### config.mk
export PLATFORM = sky130hd
export DESIGN_NAME = mem_stage
export DESIGN_NICKNAME = d
export VERILOG_FILES = /design/src/rtl/mem_stage_pkg.sv /design/src/rtl/mem_stage_load_align.sv /design/src/rtl/mem_stage.sv
export SDC_FILE = /design/constraint.sdc
export NUM_CORES = 1
export LEC_CHECK = 0
export BUFFER_PORTS_ARGS = -buffer_cell sky130_fd_sc_hd__clkbuf_2
export CAP_MARGIN = 20
export CORE_MARGIN = 4
export CORE_UTILIZATION = 46
export DETAILED_ROUTE_END_ITERATION = 10
export PLACE_DENSITY = 0.83
export SKIP_LAST_GASP = 1
export SYNTH_ARGS = -nofsm -noshare
export SYNTH_HDL_FRONTEND = slang
export SYNTH_SLANG_ARGS = --single-unit
export TNS_END_PERCENT = 10
### constraint.sdc
create_clock -name clk -period 4.1 [get_ports clk]
set_input_delay 0.615 -clock clk [delete_from_list [all_inputs] [get_ports clk]]
set_output_delay 0.615 -clock clk [all_outputs]
set_load 0.005 [all_outputs]
### src/rtl/mem_stage_pkg.sv
// mem_stage_pkg: shared bus widths, bus field offsets and load-op bit indices
package mem_stage_pkg;
  localparam int ES_TO_MS_BUS_W = 78;
  localparam int MS_TO_WS_BUS_W = 71;
  localparam int ES_PC = 0;
  localparam int ES_RESULT = 32;
  localparam int ES_DEST = 64;
  localparam int ES_GR_WE = 69;
  localparam int ES_EX_IN = 70;
  localparam int ES_MEM_REQ = 71;
  localparam int ES_RES_FROM_MEM = 72;
  localparam int ES_LD_OP = 73;
  localparam int MS_PC = 0;
  localparam int MS_RESULT = 32;
  localparam int MS_DEST = 64;
  localparam int MS_GR_WE = 69;
  localparam int MS_EX = 70;
  localparam int LD_W = 0;
  localparam int LD_HU = 1;
  localparam int LD_H = 2;
  localparam int LD_BU = 3;
  localparam int LD_B = 4;
endpackage

### src/rtl/mem_stage_load_align.sv
// mem_stage_load_align: picks the addressed byte/half of a load word and extends it
module mem_stage_load_align
  import mem_stage_pkg::*;
(
  input  logic [4:0]  ld_op,
  input  logic [1:0]  offset,
  input  logic [31:0] word,
  output logic [31:0] data
);
  logic [15:0] h;
  logic [7:0]  b;
  assign h = offset[1] ? word[31:16] : word[15:0];
  assign b = offset[0] ? h[15:8] : h[7:0];
  assign data = ld_op[LD_B]  ? {{24{b[7]}}, b} :
                ld_op[LD_BU] ? {24'b0, b} :
                ld_op[LD_H]  ? {{16{h[15]}}, h} :
                ld_op[LD_HU] ? {16'b0, h} : word;
endmodule

### src/rtl/mem_stage.sv
// mem_stage: memory pipeline stage; waits for SRAM data, aligns loads, drops responses of flushed requests
module mem_stage
  import mem_stage_pkg::*;
(
  input  logic                      clk,
  input  logic                      resetn,
  input  logic                      es_to_ms_valid,
  input  logic [ES_TO_MS_BUS_W-1:0] es_to_ms_bus,
  output logic                      ms_allowin,
  input  logic                      ws_allowin,
  output logic                      ms_to_ws_valid,
  output logic [MS_TO_WS_BUS_W-1:0] ms_to_ws_bus,
  input  logic                      data_sram_data_ok,
  input  logic [31:0]               data_sram_rdata,
  input  logic                      flush,
  output logic                      ms_ex,
  output logic                      ms_fwd_valid,
  output logic [4:0]                ms_fwd_dest,
  output logic [31:0]               ms_fwd_data,
  output logic                      ms_fwd_pending
);
  logic [ES_TO_MS_BUS_W-1:0] bus_r;
  logic                      ms_valid;
  logic                      data_buf_valid;
  logic [31:0]               data_buf;
  logic [1:0]                discard_cnt;
  logic [4:0]  ld_op;
  logic        res_from_mem;
  logic        mem_req;
  logic        ex_in;
  logic        gr_we;
  logic [4:0]  dest;
  logic [31:0] result;
  logic [31:0] pc;
  logic        data_ok_acc;
  logic        need_data;
  logic        have_data;
  logic        ms_ready_go;
  logic        leave;
  logic        cnt_inc;
  logic        cnt_dec;
  logic [31:0] word;
  logic [31:0] extracted;
  logic [31:0] final_result;
  assign ld_op        = bus_r[ES_LD_OP +: 5];
  assign res_from_mem = bus_r[ES_RES_FROM_MEM];
  assign mem_req      = bus_r[ES_MEM_REQ];
  assign ex_in        = bus_r[ES_EX_IN];
  assign gr_we        = bus_r[ES_GR_WE];
  assign dest         = bus_r[ES_DEST +: 5];
  assign result       = bus_r[ES_RESULT +: 32];
  assign pc           = bus_r[ES_PC +: 32];
  assign data_ok_acc    = data_sram_data_ok & (discard_cnt == 2'd0);
  assign need_data      = ms_valid & mem_req;
  assign have_data      = data_buf_valid | data_ok_acc;
  assign ms_ready_go    = !need_data | have_data;
  assign ms_allowin     = !ms_valid | (ms_ready_go & ws_allowin);
  assign ms_to_ws_valid = ms_valid & ms_ready_go & !flush;
  assign leave          = ms_to_ws_valid & ws_allowin;
  assign cnt_inc        = flush & need_data & !have_data;
  assign cnt_dec        = data_sram_data_ok & (discard_cnt != 2'd0);
  assign word           = data_buf_valid ? data_buf : data_sram_rdata;
  mem_stage_load_align u_align (
    .ld_op  (ld_op),
    .offset (result[1:0]),
    .word   (word),
    .data   (extracted)
  );
  assign final_result = res_from_mem ? extracted : result;
  assign ms_to_ws_bus[MS_EX]           = ex_in;
  assign ms_to_ws_bus[MS_GR_WE]        = gr_we;
  assign ms_to_ws_bus[MS_DEST +: 5]    = dest;
  assign ms_to_ws_bus[MS_RESULT +: 32] = final_result;
  assign ms_to_ws_bus[MS_PC +: 32]     = pc;
  assign ms_ex          = ms_valid & ex_in;
  assign ms_fwd_valid   = ms_valid & gr_we & (dest != 5'd0);
  assign ms_fwd_dest    = ms_valid ? dest : 5'd0;
  assign ms_fwd_data    = ms_valid ? final_result : 32'd0;
  assign ms_fwd_pending = need_data & res_from_mem & !have_data;
  // stage occupancy and bundle register; flush beats an incoming bundle
  always_ff @(posedge clk) begin
    if (!resetn) begin
      ms_valid <= 1'b0;
      bus_r    <= '0;
    end else begin
      if (flush) ms_valid <= 1'b0;
      else if (ms_allowin) ms_valid <= es_to_ms_valid;
      if (es_to_ms_valid && ms_allowin) bus_r <= es_to_ms_bus;
    end
  end
  // hold load data that arrived while write-back was stalled
  always_ff @(posedge clk) begin
    if (!resetn || flush || leave) data_buf_valid <= 1'b0;
    else if (data_ok_acc && need_data && !ws_allowin) data_buf_valid <= 1'b1;
  end
  // data word captured alongside the buffer valid flag
  always_ff @(posedge clk) begin
    if (data_ok_acc && need_data && !ws_allowin) data_buf <= data_sram_rdata;
  end
  // count responses still in flight for flushed requests
  always_ff @(posedge clk) begin
    if (!resetn) discard_cnt <= 2'd0;
    else if (cnt_inc && !cnt_dec && discard_cnt != 2'd3) discard_cnt <= discard_cnt + 2'd1;
    else if (cnt_dec && !cnt_inc) discard_cnt <= discard_cnt - 2'd1;
  end
endmodule
==> results of run 1 <==
==> critical path: stages, from the launching register on <==
cell      delay [ns]
dfxtp_2         0.65
buf_4           0.48
mux2_2          0.29
a222oi_1        0.07
and3_1          0.23
nor4b_1         0.42
clkbuf_2        0.20
==> final timing paths <==
check | start | end | slack, ns | cells after the start
setup reg to reg | data_buf_valid$_SDFFE_PP0P_ | bus_r[22]$_SDFFE_PN0P_ | 1.89 | 5
hold reg to reg | bus_r[18]$_SDFFE_PN0P_ | bus_r[18]$_SDFFE_PN0P_ | 0.46 | 2
setup / recovery | data_buf_valid$_SDFFE_PP0P_ | ms_fwd_data[2] | 0.70 | 6
hold / removal | data_sram_rdata[3] | data_buf[3]$_DFFE_PP_ | 0.40 | 1
==> flip-flops by register name, summed over array words and instances, names as in the netlist <==
signal          cells
bus_r              77
data_buf           32
data_buf_valid      1
discard_cnt         2
ms_valid            1
==> cell usage after synthesis (4+ instances only) <==
master,number,share of area [%]
nor2_1,43,2.5
mux2_2,37,6.4
nand2_1,181,10
o221ai_1,7,0.94
and3_1,7,0.67
inv_1,4,0.23
a222oi_1,6,0.92
mux2i_1,85,13
o21ai_0,27,2.1
clkbuf_1,38,2.2
and2_1,8,0.76
nor3_1,9,0.69
buf_6,4,0.69
nor4b_1,6,0.80
buf_2,13,0.99
a21oi_1,60,4.6
a31oi_1,4,0.38
buf_4,41,4.7
dfxtp_1,81,25
mux4_2,10,3.4
edfxtp_1,32,15
==> through the flow <==
step | std cells | util (%) | total power, W
finish | 1094 | 57.8 | 0.00319
global placement | 1062 | 53.6 | 0.00174
detailed placement | 1062 | 53.6 | 0.00175
global route | 1094 | 57.8 | 0.00332
floorplan | 739 | - | 0.00157
CTS | 1094 | 57.8 | 0.00321
==> power by group through the flow <==
stage / registers [W] / logic [W] / clock network, W
global placement: 0.00126 / 0.000479 / 0
detailed placement: 0.00126 / 0.000492 / 0
CTS: 0.00124 / 0.000496 / 0.00147
floorplan: 0.00125 / 0.000328 / 0
global route: 0.00124 / 0.000543 / 0.00153
finish: 0.00124 / 0.000496 / 0.00145
==> logic make-up after synthesis <==
| family | synth area share, % |
|---|---|
| flops | 39.4 |
| compound gates | 10.8 |
| simple gates | 17.7 |
| buf+inv | 8.79 |
| mux | 23.3 |
==> layout make-up <==
| type | instances | area share, % |
|---|---|---|
| multi-input combinational | 526 | 42.3 |
| inverter | 4 | 0.186 |
| timing repair buffer | 239 | 15.3 |
| tap | 180 | 2.80 |
| clock inverter | 12 | 1.15 |
| clock buffer | 20 | 6.21 |
| sequential | 113 | 32.1 |
==> routing by layer <==
layer  wire (um)  GRT usage (%)  up-vias
li1            -              -     2870
met3        1680           6.81       37
met1        7700           29.1     2749
met4         403           8.58        4
met5          26              0        -
met2        9380           38.1      274
==> flow_metrics.tcl, run 1 <==
set metrics [dict create \
    tightest_slew_ns 0.818 \
    totalWireLength_um 19200 \
    cts_hold_buffers 0 \
    antenna_found_initial 2 \
    grt_pass1_wl_um 29800 \
    critPathMaxFanout 31 \
    min_period_ns 3.40 \
    cts_buffer_depth 2 \
    p_comb_share_pct 15.6 \
    maxCapViolations 0 \
    async_flop_share_pct 0 \
    cts_buffers 17 \
    vias_per_cell 5.42 \
    first_pass_iters 6 \
    worstPathRequired_ns 3.48 \
    rsz0062_at_grt "no" \
    timing.setup.tns_ns 0 \
    ys_seq_elements 113 \
    diodes 0 \
    grt_max_degree 85 \
    grt_usage_pct 23.2 \
    portBuffers 227 \
    hold_ws_ns 0.402 \
    num_rows 43 \
    final_common_cell "clkbuf_2" \
    worst_clock_skew_ns 0.00682 \
    n_fill_cell 1236 \
    end_kind "output port" \
    yosysWarnings 0 \
    grt.overflow.total 0 \
    hp-class "input port to flip-flop" \
    synth_nets 855 \
    post-place-ws_ns 0.959 \
    startpoint_type "flip-flop" \
    chipHeight_um 127 \
    die_w_um 127 \
    fmaxAchievable_ghz 0.294 \
    p_leak_nw 3.64 \
    seqPwrFrac_pct 38.9 \
    drv_slew 0 \
    setup_slack_ns 0.703 \
    period_share_pct 82.9 \
    outcome "finished clean" \
    clkLatencyLatePin_ns 0.42 \
    via_count 5934 \
    timing.final.hold_violations 0 \
    ys_dominant_reg_cell "dfxtp_1" \
    clock-root-buffer "clkbuf_16" \
    slew_headroom_pct 45.4 \
    syn_to_final_growth_pct 23.0 \
    final_cell_area_um2 8060 \
    multi_input_area_um2 3410 \
    p_int_w 0.00230 \
    synth_area_um2 6550 \
    core_um2 13900 \
    cts.clk_slew.worst_paths_ns 0.06 \
    avgSynthCellArea_um2 8.86 \
    arrival_ns 2.78 \
    peakVddDrop_v 0.000313 \
    path_class "flip-flop to output port" \
    register_area_um2 2580 \
    start_util_pct 47.0 \
    clkPwrFrac_pct 45.6 \
    cts-resized-gates 0 \
    layout_common_cells "clkbuf_2, nand2_1, mux2i_1" \
    place_area_um2 7460 \
    ys_seq_area_share_pct 39.4 \
    cts_tree "built" \
    die_area_um2 16200 \
    p_switching_w 0.000882 \
    setup_viol 0 \
    fin_nets 1017 \
    routedWlPerCell_um 17.5 \
    ys_types 45 \
    cts_setup_buffers 0 \
    clock-sinks 113 \
    switching_share_pct 27.7 \
    drt-initial-drc-count 575 \
    ant_nets 0 \
    drive_above_1_share_pct 35.9 \
    htree_levels 4 \
    powerDensity_nw_per_um2 395 \
    io_pins 229 \
    drcViolationCount 0 \
    grt_pass1_vias 5621 \
    place.gp.congestion 0.907 \
    synthCells 739 \
    synth-edff-count 32 \
    dpl.hpwl_um 14000 \
]
Power figures use the tool's default switching activity.
==> run 2: changes to the inputs <==
==> constraint.sdc (replaced) <==
create_clock -name clk -period 2.7 [get_ports clk]
set_input_delay 0.405 -clock clk [delete_from_list [all_inputs] [get_ports clk]]
set_output_delay 0.405 -clock clk [all_outputs]
set_load 0.005 [all_outputs]
==> flow_metrics.tcl, run 2 (synthesized netlist as in run 1, its figures left out) <==
set metrics [dict create \
    maxCapViolations 0 \
    outcome "finished with violations" \
    dr_wl_met3_um 2020 \
    end_kind "output port" \
    syn_to_final_growth_pct 27.6 \
    min_period_ns 2.83 \
    timing.final.hold_violations 0 \
    hold_depth 1 \
    chipHeight_um 127 \
    cts_buffer_depth 2 \
    setup_viol 49 \
    htree_levels 4 \
    layout_common_cells "clkbuf_2, nand2_1, mux2i_1" \
    timing.setup.tns_ns -4.98 \
    startpoint_type "flip-flop" \
    via_count 6078 \
    top_layer "met5" \
    cts.clk_slew.worst_paths_ns 0.05 \
    fmaxAchievable_ghz 0.353 \
    drt-initial-drc-count 775 \
    reg_top3 "bus_r x77, data_buf x32, discard_cnt x2" \
    largest-register "bus_r" \
    cts_hold_buffers 0 \
    reg2reg_depth 5 \
    clock-root-buffer "clkbuf_16" \
    place.gp.congestion 0.858 \
    diodes 0 \
    routedWlPerCell_um 18.0 \
    slew_headroom_pct 59.3 \
    rrSetupSlack_ns 0.72 \
    r2r_end "bus_r[43]$_SDFFE_PN0P_" \
    p_leak_nw 3.78 \
    met1Wirelength_um 8170 \
    vias_per_cell 5.52 \
    antenna_found_initial 1 \
    r2r_start "ms_valid$_SDFFE_PP0P_" \
    grt_usage_pct 23.4 \
    grt_pass1_wl_um 29900 \
    grt_pass1_vias 5522 \
    drv_slew 0 \
    totalWireLength_um 19800 \
    hp-class "input port to flip-flop" \
    violations "setup timing" \
    setup_slack_ns -0.134 \
    period_share_pct 105 \
    drcViolationCount 0 \
    worstPathRequired_ns 2.30 \
    path_class "flip-flop to output port" \
    arrival_ns 2.43 \
    ant_nets 0 \
    clock-sinks 113 \
    portBuffers 227 \
    grt.overflow.total 0 \
    num_rows 43 \
    critPathMaxFanout 8 \
    die_w_um 127 \
    min-delay-start "data_sram_rdata[30]" \
    drive_above_1_share_pct 37.6 \
    first_pass_iters 10 \
    grt_max_degree 68 \
    tightest_slew_ns 0.607 \
    whs_endpoint "data_buf[30]$_DFFE_PP_" \
    dpl.hpwl_um 13900 \
    cts_tree "built" \
    post-place-ws_ns 0.107 \
    die_area_um2 16200 \
    worst_clock_skew_ns 0.00458 \
    rsz0062_at_grt "yes" \
    peakVddDrop_v 0.000437 \
    clkLatencyLatePin_ns 0.40 \
    fin_nets 1025 \
    final_common_cell "clkbuf_2" \
    powerDensity_nw_per_um2 609 \
    core_um2 13900 \
    route.met2.wl_um 9080 \
    io_pins 229 \
    largest_reg_flops 77 \
    cts_buffers 17 \
    start_util_pct 47.0 \
]
run 2: worst max-delay path, cell delays in order, from the launching register on:
cell	delay, ns
edfxtp_1	0.44
mux2_4	0.29
mux4_2	0.54
a211oi_4	0.24
buf_6	0.17
clkbuf_16	0.16
a21oi_1	0.06
clkbuf_2	0.13
run 2: through the flow:
step / instances / cell area [um^2] / hold WS, ns / total power [W] / utilization, %
6_report: 1102 / 8360 / 0.206 / 0.00509 / 60.0
5_1_grt: 1102 / 8360 / 0.194 / 0.00528 / 60.0
4_1_cts: 1100 / 8280 / 0.189 / 0.00511 / 59.4
2_1_floorplan: 739 / 6560 / 0.430 / 0.00239 / -
3_5_place_dp: 1063 / 7560 / 0.446 / 0.00268 / 54.2
3_3_place_gp: 1063 / 7560 / 0.441 / 0.00266 / 54.2
run 2: power by group:
group / total [W] / leakage (nW) / switching, W / internal (W)
Clock: 0.00240 / 0.319 / 0.000817 / 0.00159
Combinational: 0.000801 / 2.51 / 0.000435 / 0.000365
Sequential: 0.00189 / 0.957 / 0.0000657 / 0.00182
Total: 0.00509 / 3.78 / 0.00132 / 0.00377
run 2: worst max path at each step:
stage,cells past startpoint,slack (ns),startpoint,to
after global placement,6,0.14,bus_r[33]$_SDFFE_PN0P_,ms_fwd_data[29]
final,7,-0.13,data_buf[15]$_DFFE_PP_,ms_fwd_data[31]
after detailed placement,6,0.11,bus_r[33]$_SDFFE_PN0P_,ms_fwd_data[29]
after CTS,6,-0.13,bus_r[33]$_SDFFE_PN0P_,ms_fwd_data[7]
after global routing,7,-0.19,bus_r[33]$_SDFFE_PN0P_,ms_to_ws_bus[50]
after floorplan,2,0.05,data_sram_data_ok,data_buf[0]$_DFFE_PP_
run 2: final cells by class:
class,count,area (um^2)
clock buffer,21,492
clock inverter,11,148
fill,1169,5580
inverter,4,15.0
multi-input combinational,526,3460
sequential,113,2590
tap,180,225
timing repair buffer,247,1430
run 2: what timing repair did:
| action | CTS | global route |
|---|---|---|
| pin swaps | 2 | 0 |
| setup endpoints to repair | 62 | 64 |
| buffers inserted | 4 | 0 |
| cloned | 1 | 2 |
| resized for setup | 9 | 10 |
run 2: routing by layer:
layer	track usage (%)	vias up
met5	0	-
met3	6.35	46
li1	-	2901
met1	32.0	2791
met2	36.0	338
met4	7.63	2
